===== config.mk =====
export PLATFORM = sky130hd
export DESIGN_NAME = reg_bus_arbiter
export DESIGN_NICKNAME = d
export VERILOG_FILES = /design/src/rtl/reg_bus_arbiter.sv
export SDC_FILE = /design/constraint.sdc
export NUM_CORES = 1
export LEC_CHECK = 0
export CAP_MARGIN = 20
export CELL_PAD_IN_SITES_DETAIL_PLACEMENT = 0
export CELL_PAD_IN_SITES_GLOBAL_PLACEMENT = 1
export CORE_AREA = 2 2 91 93
export CTS_BUF_LIST = sky130_fd_sc_hd__clkbuf_8 sky130_fd_sc_hd__clkbuf_16
export CTS_CLUSTER_SIZE = 12
export DETAILED_ROUTE_END_ITERATION = 8
export DIE_AREA = 0 0 93 95
export PLACE_DENSITY_LB_ADDON = 0.1
export SLEW_MARGIN = 20
export SYNTH_ARGS = -nofsm -noshare
export SYNTH_HDL_FRONTEND = slang
export SYNTH_SLANG_ARGS = --single-unit

===== constraint.sdc =====
create_clock -name clk -period 2.55 [get_ports clk]
set_clock_uncertainty 0.2 [all_clocks]
set_input_delay 0.51 -clock clk [delete_from_list [all_inputs] [get_ports clk]]
set_output_delay 0.51 -clock clk [all_outputs]
set_load 0.005 [all_outputs]

===== src/rtl/reg_bus_arbiter.sv =====
// reg_bus_arbiter: two-requester arbiter onto a single peripheral register bus.
// Latency: req at cycle N -> write strobe at N+3, ack at N+4 (read ack at N+3+READ_WAIT).
// Backpressure: busy0/busy1 high from latch to end of DONE; a req while busy is dropped.
// Ports: clk/rst; per requester req/we/addr/wdata in, busy/ack/rdata out;
//        peripheral side address/data_write/data_in out, data_out in; grant out.
// Option: define ARB_ROUND_ROBIN_EN for round-robin on contention (default is
//         fixed priority, requester 0 wins).
module reg_bus_arbiter #(
   parameter int READ_WAIT = 1
) (
   input  logic       clk,
   input  logic       rst,
   input  logic       req0,
   input  logic       we0,
   input  logic [3:0] addr0,
   input  logic [7:0] wdata0,
   input  logic       req1,
   input  logic       we1,
   input  logic [3:0] addr1,
   input  logic [7:0] wdata1,
   output logic       busy0,
   output logic       busy1,
   output logic       ack0,
   output logic       ack1,
   output logic [7:0] rdata0,
   output logic [7:0] rdata1,
   output logic [3:0] address,
   output logic       data_write,
   output logic [7:0] data_in,
   input  logic [7:0] data_out,
   output logic       grant
);

   typedef enum logic [1:0] {IDLE, SETUP, XFER, DONE} state_t;
   localparam logic [2:0] RW = 3'(READ_WAIT);

   state_t     state_q;
   logic [1:0] pend_q;      // latched but not yet granted
   logic [1:0] busy_q;      // latched or in service
   logic [1:0] slot_we_q;
   logic [3:0] slot_addr_q  [2];
   logic [7:0] slot_wdata_q [2];
   logic [2:0] cnt_q;
   logic       grant_q;
   logic       ack0_q, ack1_q, dw_q;
   logic [3:0] address_q;
   logic [7:0] data_in_q, rdata0_q, rdata1_q;
   logic       sel_d;

`ifdef ARB_ROUND_ROBIN_EN
   // rr_q names the requester favoured on the next contention.
   logic rr_q;
   always_comb sel_d = (&pend_q) ? rr_q : pend_q[1];
`else
   always_comb sel_d = ~pend_q[0];
`endif

   always_ff @(posedge clk or posedge rst) begin
      if (rst) begin
         state_q         <= IDLE;
         pend_q          <= 2'b00;
         busy_q          <= 2'b00;
         slot_we_q       <= 2'b00;
         slot_addr_q[0]  <= 4'h0;
         slot_addr_q[1]  <= 4'h0;
         slot_wdata_q[0] <= 8'h00;
         slot_wdata_q[1] <= 8'h00;
         cnt_q           <= 3'd0;
         grant_q         <= 1'b0;
         ack0_q          <= 1'b0;
         ack1_q          <= 1'b0;
         dw_q            <= 1'b0;
         address_q       <= 4'h0;
         data_in_q       <= 8'h00;
         rdata0_q        <= 8'h00;
         rdata1_q        <= 8'h00;
`ifdef ARB_ROUND_ROBIN_EN
         rr_q            <= 1'b0;
`endif
      end else begin
         ack0_q <= 1'b0;
         ack1_q <= 1'b0;

         // Slot capture; a busy requester's slot is never overwritten, so the
         // transaction in service keeps reading stable slot contents.
         if (req0 && !busy_q[0]) begin
            pend_q[0]       <= 1'b1;
            busy_q[0]       <= 1'b1;
            slot_we_q[0]    <= we0;
            slot_addr_q[0]  <= addr0;
            slot_wdata_q[0] <= wdata0;
         end
         if (req1 && !busy_q[1]) begin
            pend_q[1]       <= 1'b1;
            busy_q[1]       <= 1'b1;
            slot_we_q[1]    <= we1;
            slot_addr_q[1]  <= addr1;
            slot_wdata_q[1] <= wdata1;
         end

         case (state_q)
            IDLE: begin
               if (|pend_q) begin
                  grant_q       <= sel_d;
                  address_q     <= slot_addr_q[sel_d];
                  data_in_q     <= slot_wdata_q[sel_d];
                  pend_q[sel_d] <= 1'b0;
`ifdef ARB_ROUND_ROBIN_EN
                  // Pointer moves only when an arbitration decision was made,
                  // so the loser of a contention wins the next one.
                  if (&pend_q) rr_q <= ~sel_d;
`endif
                  state_q <= SETUP;
               end
            end
            SETUP: begin
               cnt_q   <= 3'd1;
               dw_q    <= slot_we_q[grant_q];
               state_q <= XFER;
            end
            XFER: begin
               if (slot_we_q[grant_q] || cnt_q == RW) begin
                  if (!slot_we_q[grant_q]) begin
                     if (grant_q) rdata1_q <= data_out;
                     else         rdata0_q <= data_out;
                  end
                  dw_q <= 1'b0;
                  if (grant_q) ack1_q <= 1'b1;
                  else         ack0_q <= 1'b1;
                  state_q <= DONE;
               end else begin
                  cnt_q <= cnt_q + 3'd1;
               end
            end
            DONE: begin
               busy_q[grant_q] <= 1'b0;
               state_q         <= IDLE;
            end
            default: state_q <= IDLE;
         endcase
      end
   end

   assign busy0      = busy_q[0];
   assign busy1      = busy_q[1];
   assign ack0       = ack0_q;
   assign ack1       = ack1_q;
   assign rdata0     = rdata0_q;
   assign rdata1     = rdata1_q;
   assign address    = address_q;
   assign data_write = dw_q;
   assign data_in    = data_in_q;
   assign grant      = grant_q;

endmodule


=== Yosys cells after proc, flatten, opt, wreduce, memory -nomap -nowiden ===
Cells that the tools add are included.

* Reductions and logical operators: 16
* $add $sub $neg: 1
* Equal/unequal tests: 7
* Magnitude comparators: 5
* Bitwise gates (word level): 8
* Mux-type cells: 32

{| class="wikitable"
|+ Operators with widths
! cell !! number
|-
| 8-bit 2-to-1 mux || 3
|-
| 1-bit 2-to-1 mux || 15
|-
| 4-bit 2-to-1 mux || 3
|-
| 2-bit 2-to-1 mux || 5
|-
| 2-bit case mux with 4 select lines || 1
|-
| 2-bit AND reduction || 4
|-
| 4-bit AND reduction || 2
|-
| 2-bit inequality test (second input constant) || 3
|-
| 3-bit case mux with 2 select lines || 1
|-
| 2-bit AND || 2
|-
| 2-bit equality test (second input constant) || 2
|-
| 1-bit logical AND || 4
|-
| 1-bit by 2-bit < comparator with 1-bit output (second input constant) || 2
|-
| 2-bit NOT || 2
|-
| 3-bit by 1-bit adder with 3-bit output (second input constant) || 1
|-
| 3-bit by 1-bit equality test with 1-bit output (second input constant) || 1
|-
| 3-bit 2-to-1 mux || 1
|-
| 1-bit NOT || 3
|-
| 1-bit demux with 1-bit select || 2
|-
| 2-bit by 1-bit equality test with 1-bit output (second input constant) || 1
|-
| 1-bit greater-or-equal comparator (second input constant) || 2
|-
| 2-bit greater-or-equal comparator (second input constant) || 1
|-
| 1-bit zero test || 2
|-
| 2-bit zero test || 1
|-
| 5 further kinds || 5
|}

* Bits of input ports: 38
* Output and inout bits: 34
* Flip-flop bits (word level): 67

=== Logic depth before layout (Yosys ltp) ===
Gate-level depths: netlist (run 1).

* Depth after elaboration: 9
* Mapped depth: 6
* Mapped depth without buffers: 5

=== Least setup slack after synthesis (run 1) ===
OpenSTA, ideal clock, no wires.

* Path type: reg2reg
* Start point: reg state_q[0]
* End point: reg rdata0_q[0], in the netlist rdata0[0]
* Path slack: 0.729 ns
* Setup time: 0.125 ns
* Data arrival time: 1.496 ns
* Stages on the path, launching flop included: 6
* Period minus slack after synthesis: 1.821 ns
* Path through: dfrtp_1 inv_1 ha_1 nand2b_1 nor3_4 mux2_2

* Longest elaborated chain between the ends: 2

{| class="wikitable"
|+ Ends and longest elaborated chain
! what !! line !! source
|-
| start, declared || 37 || <nowiki>state_t state_q;</nowiki>
|-
| start signal, assigned || 60 || <nowiki>state_q <= IDLE;</nowiki>
|-
| start signal, assigned || 113 || <nowiki>state_q <= SETUP;</nowiki>
|-
| start signal, assigned || 119 || <nowiki>state_q <= XFER;</nowiki>
|-
| 2-bit equality test || 101 || <nowiki>case (state_q)</nowiki>
|-
| 4-bit AND reduction (no source line) || n/a ||
|-
| end signal, assigned || 125 || <nowiki>else rdata0_q <= data_out;</nowiki>
|-
| end, declared || 47 || <nowiki>logic [7:0] data_in_q, rdata0_q, rdata1_q;</nowiki>
|}

Every way passes these cells.
A chain may end at the register's enable or synchronous reset.

=== Final worst setup path (run 1) ===
* Start point: reg state_q[0]
* End point: reg rdata0_q[5], in the netlist rdata0[5]

Same word-level chain as after synthesis.

==> results of run 1 <==
## final cells by class
cell class / count / share of cell area
Sequential cell: 67 / 0.438
Timing Repair Buffer: 78 / 0.202
Tap cell: 105 / 0.0343
Inverter: 9 / 0.00882
Clock buffer: 11 / 0.0395
Clock inverter: 2 / 0.00980
Multi-Input combinational cell: 123 / 0.267
## per-stage QoR
stage,util,cells,worst slack [ns],instance area (um2)
floorplan,-,208,0.157,2780
global placement,0.459,382,0.482,3640
detailed placement,0.459,382,0.455,3640
CTS,0.483,395,0.441,3830
global route,0.483,395,0.317,3830
finish,0.483,395,0.476,3830
## how the worst min path moves through the flow
stage	depth (start not counted)	slack [ns]	to	start
6_report	1	0.27	cnt_q[2]	cnt_q[2]
4_1_cts	1	0.27	cnt_q[2]	cnt_q[2]
5_1_grt	1	0.30	cnt_q[2]	cnt_q[2]
3_5_place_dp	1	0.26	cnt_q[2]	cnt_q[2]
2_1_floorplan	1	0.24	cnt_q[2]	cnt_q[2]
3_3_place_gp	1	0.25	cnt_q[2]	cnt_q[2]
## cells by family after synthesis
group	after synthesis	synth area share
adders and majority gates	7	0.0315
muxes	57	0.223
buffers and inverters	18	0.0292
DFF	67	0.603
AOI/OAI and AO/OA	26	0.0508
and+or+nand+nor	33	0.0625
## per-layer routing
metal  track usage  routed length (um)  vias to the layer above
met5             0                   0                        -
met1         0.188                2760                      884
met2         0.217                2670                       41
li1              -                   -                      871
met3        0.0311                 223                       10
met4        0.0699                 107                        0
## registers in the layout, indices dropped and copies added, names as in the netlist
signal	flops
grant	1
state_q	2
slot_addr_q	8
rdata0	8
data_in	8
ack1	1
slot_we_q	2
data_write	1
busy_q	2
pend_q	2
cnt_q	3
ack0	1
address	4
slot_wdata_q	16
rdata1	8
## worst reg2reg max path, cell delays in order (launching register included)
cell and delay [ns]:
dfrtp_1 0.41, inv_1 0.12, ha_1 0.30, nand2b_1 0.15
nor3_4 0.39, mux2_2 0.39
## where the power goes
group,internal [W],switching [W]
clock network,0.000489,0.000368
registers,0.00157,0.000304
logic,0.00103,0.000614
total,0.00309,0.00129
## cell usage in the layout, fill, tap and decap left out
cell type and instances:
dfrtp_1 67, or3_1 1, clkdlybuf4s50_1 71, bufinv_16 1, nand4_1 1, inv_2 1, buf_12 1, a31oi_1 2
nor2_1 3, nor3_4 2, nand2b_1 3, inv_1 8, nand2_1 18, o221ai_1 1, nor2b_1 3, mux2_2 40
mux2_1 1, nor3b_1 1, buf_4 6, clkbuf_8 11, ha_1 7, o21ai_0 15, o21ai_1 1, nand3_1 1
a21oi_1 6, mux2i_1 16, clkinvlp_4 1, o32a_1 1
==> results.toml, run 1 <==
[grt]
grt_max_degree = 33
antenna_found_initial = 0
globalRoute.totalOverflow = 0
grt_use_total = 0.141
grt_pass1_wl_um = 9380
grt_pass1_vias = 1927

[yosys]
synth_top_area_cell = "dfrtp_1"
synth_seq_cells = 67
synth_area_leaders = "dfrtp_1 60%, mux2_2 16%, mux2i_1 5.8%"
synth_edf_count = 0
synth_commonest_cells = "67 x dfrtp_1, 40 x mux2_2, 18 x nand2_1"
synthFlopType = "dfrtp_1"
syn_nets = 253
async_flop_share = 1.00
synth_area_um2 = 2780
yosysSeqAreaShare = 0.603
yosysWarnings = 0
syn_area_per_cell_um2 = 13.4
synth_cells = 208
synth.most_common_cell = "dfrtp_1"
synth_cell_type_count = 24
synth_top_area_frac = 0.603

[layout]
nNetsFinal = 333
antenna_cells = 0
drive_gt1_frac = 0.217
multi_input_area_um2 = 1020
syn_to_final_growth_pct = 37.7
fillers = 739
regArea_um2 = 1680

[critical_path]
slowest_delay_ns = 0.41
crit_chain = "inv_1, ha_1, nand2b_1, nor3_4, mux2_2"
rrSetupSlack_ns = 0.48
cp.arrival_ns = 2.09
reg2reg_to = "rdata0[5]"
crit_fanout = 8
crit_path_start = "state_q[0]"
worst-r2r-cell-count = 5
crit_type = "reg -> reg"
critPathBufInv = 1
crit_path_end = "rdata0[5]"
crit_slowest_cell = "dfrtp_1"
r2r-start = "state_q[0]"
cp-start-kind = "register"
crit_required_ns = 2.56
critPathTopFamily = "simple AND/OR/NAND/NOR gates"
worst-path-stages = 5
endpoint_kind = "register"

[pwr]
power.total_w = 0.00437
p_leak_nw = 1.63
worst_ir_drop_vdd_v = 0.000481
power_density_nw_per_um2 = 1140

[floorplanning]
die_h_um = 95
row_count = 33
die_area_um2 = 8840
initial_core_util = 0.351
coreArea_um2 = 7930
ios = 72
die_x_um = 93

[detailed_routing]
wl_per_cell_um = 14.6
drt_iter0_markers = 22
drt-pass1-iter-count = 4
via_count = 1806
drc = 0
via_per_inst = 4.57
wl_um = 5750
ant_nets = 0

[clock_network]
post_cts_buffers = 0
numClockSinks = 67
cts-root-buf = "clkbuf_8"
htreeDepth = 3
clk_path_buf_depth = 2
clock_latency_ns = 0.33
cts_resized = 0
cts.clk_slew.worst_paths_ns = 0.07
cts_tree = "built"
numCtsBuffers = 9
hold_buffers = 0

[placed_design]
hpwl_um = 4120
portBuffers = 71
place_congestion = 0.681

[timing]
tns_ns = 0
slew_headroom = 0.691
final_hold_viol_count = 0
maxSlewViolCount = 0
whs_ns = 0.270
max_freq_mhz = 482
fin_crit_ns = 2.07
worstMarginPinSlew_ns = 0.462
rsz0062_at_grt = "no"
fin_crit_sh = 0.813
setup_viol = 0

[status]
status = "complete, no violations"

[min_path]
holdCritPathClass = "reg -> reg"

[run]
maxCapViolations = 0
Power figures use the tool's default switching activity.
==> inputs of run 2 (changes only) <==
--- a/config.mk
+++ b/config.mk
@@ -8,11 +8,11 @@
 export CAP_MARGIN = 20
 export CELL_PAD_IN_SITES_DETAIL_PLACEMENT = 0
 export CELL_PAD_IN_SITES_GLOBAL_PLACEMENT = 1
-export CORE_AREA = 2 2 91 93
+export CORE_AREA = 2 2 93 95
 export CTS_BUF_LIST = sky130_fd_sc_hd__clkbuf_8 sky130_fd_sc_hd__clkbuf_16
 export CTS_CLUSTER_SIZE = 12
 export DETAILED_ROUTE_END_ITERATION = 8
-export DIE_AREA = 0 0 93 95
+export DIE_AREA = 0 0 95 97
 export PLACE_DENSITY_LB_ADDON = 0.1
 export SLEW_MARGIN = 20
 export SYNTH_ARGS = -nofsm -noshare
==> constraint.sdc (replaced) <==
create_clock -name clk -period 1.77 [get_ports clk]
set_clock_uncertainty 0.2 [all_clocks]
set_input_delay 0.354 -clock clk [delete_from_list [all_inputs] [get_ports clk]]
set_output_delay 0.354 -clock clk [all_outputs]
set_load 0.005 [all_outputs]
==> results.toml, run 2 (same netlist as run 1, synthesis figures left out) <==
[clock_network]
cts_tree = "built"
clk_path_buf_depth = 2
numClockSinks = 67
clock_latency_ns = 0.33
htreeDepth = 3
numCtsBuffers = 9
cts.clk_slew.worst_paths_ns = 0.07
hold_buffers = 0
cts-root-buf = "clkbuf_8"

[layout]
final_cell_mix = "66 x dfrtp_1, 41 x clkdlybuf4s50_1, 36 x mux2_2, 22 x dlymetal6s2s_1, 21 x buf_4"
syn_to_final_growth_pct = 48.5
final_common_cell = "dfrtp_1"
antenna_cells = 0
fin_util = 0.508
fillers = 739
largest_register = "slot_wdata_q"
nNetsFinal = 353
drive_gt1_frac = 0.302
largest_register_ffs = 16

[detailed_routing]
wl_per_cell_um = 14.3
drt_iter0_markers = 57
wl_um = 5950
drt-pass1-iter-count = 4
ant_nets = 0
drc = 0
via_per_inst = 4.51
via_count = 1878

[floorplanning]
die_area_um2 = 9220
row_count = 33
die_h_um = 97
initial_core_util = 0.342
die_x_um = 95
coreArea_um2 = 8130
ios = 72

[timing]
fin_crit_sh = 0.973
final_hold_viol_count = 0
worstMarginPinSlew_ns = 0.357
max_freq_mhz = 581
slew_headroom = 0.762
maxSlewViolCount = 0
whs_ns = 0.261
fin_crit_ns = 1.72
setup_viol = 0

[pwr]
worst_ir_drop_vdd_v = 0.000599
switchingPower_w = 0.00195
p_sw_frac = 0.297
p_leak_nw = 2.03
p_int_w = 0.00460
p_seq_frac = 0.405
power_density_nw_per_um2 = 1590
pwr-share-clk = 0.184
p_comb_frac = 0.411

[critical_path]
r2r-start = "cnt_q[1]"
slowest_delay_ns = 0.50
endpoint_kind = "output port"
crit_path_start = "data_in[2]"
cp-start-kind = "register"
worst-r2r-cell-count = 6
crit_slowest_cell = "clkdlybuf4s50_1"
crit_chain = "clkdlybuf4s50_1"
critPathTopFamily = "buffers and inverters"
crit_type = "reg -> out"
critPathBufInv = 1
reg2reg_to = "rdata0[3]"
crit_required_ns = 1.22
rrSetupSlack_ns = 0.06
crit_fanout = 2
worst-path-stages = 1
crit_path_end = "data_in[2]"
cp.arrival_ns = 1.17

[grt]
grt_max_degree = 68
grt_use_total = 0.139
grt_pass1_wl_um = 9780
antenna_found_initial = 0
grt_pass1_vias = 1930
globalRoute.totalOverflow = 0

[placed_design]
portBuffers = 71
place_congestion = 0.689
hpwl_um = 3950

[status]
status = "complete, no violations"

[min_path]
holdCritPathClass = "in -> async"

[run]
maxCapViolations = 0
[run 2: worst reg2reg max path: cells and delay by family (launching register included)]
family / cells / cell delay [ns]
DFF: 1 / 0.40
adders and majority gates: 1 / 0.13
muxes: 1 / 0.30
and+or+nand+nor: 2 / 0.32
buffers and inverters: 2 / 0.24
[run 2: worst min-delay path by stage]
stage | start | cells past startpoint | endpoint
after floorplan | cnt_q[2] | 1 | cnt_q[2]
after global placement | address[2] | 2 | address[2]
after detailed placement | address[0] | 2 | address[0]
after CTS | rst | 3 | slot_wdata_q[1]
after global routing | rst | 3 | slot_wdata_q[1]
final | rst | 3 | slot_wdata_q[1]
[run 2: metal layers]
layer | part of all wire | track usage
met1 | 0.48 | 0.197
met2 | 0.46 | 0.198
met3 | 0.057 | 0.0428
met4 | 0.011 | 0.0569
met5 | 0 | 0
[run 2: power by group through the flow]
| stage | Combinational (W) | Sequential (W) | Clock [W] |
|---|---|---|---|
| final | 0.00269 | 0.00266 | 0.00120 |
| after global routing | 0.00298 | 0.00277 | 0.00132 |
| after CTS | 0.00267 | 0.00267 | 0.00125 |
| after detailed placement | 0.00268 | 0.00270 | 0 |
| after global placement | 0.00264 | 0.00269 | 0 |
| after floorplan | 0.00133 | 0.00266 | 0 |
[run 2: layout make-up]
type	count	area [um2]	share of cell area
Clock inverter	4	43.8	0.0106
Sequential cell	67	1680	0.406
Timing Repair Buffer	98	1020	0.246
Inverter	9	37.5	0.00909
Multi-Input combinational cell	123	1090	0.263
Tap cell	105	131	0.0318
Clock buffer	10	138	0.0333
[run 2: repair_timing]
action | CTS | global route
pin swaps | 0 | 1
gates resized for setup | 10 | 35
endpoints found under the setup margin | 26 | 40
setup buffers | 2 | 8
[run 2: through the flow]
step / cell area [um2] / setup TNS, ns / power [W] / cells / setup WS, ns
2_1_floorplan: 2800 / 0 / 0.00399 / 208 / 0.00967
3_3_place_gp: 3780 / -3.39 / 0.00533 / 392 / -0.106
3_5_place_dp: 3780 / -3.58 / 0.00538 / 392 / -0.120
4_1_cts: 3970 / 0 / 0.00659 / 408 / 0.00105
5_1_grt: 4130 / -0.0247 / 0.00706 / 416 / -0.00911
6_report: 4130 / 0 / 0.00655 / 416 / 0.0478
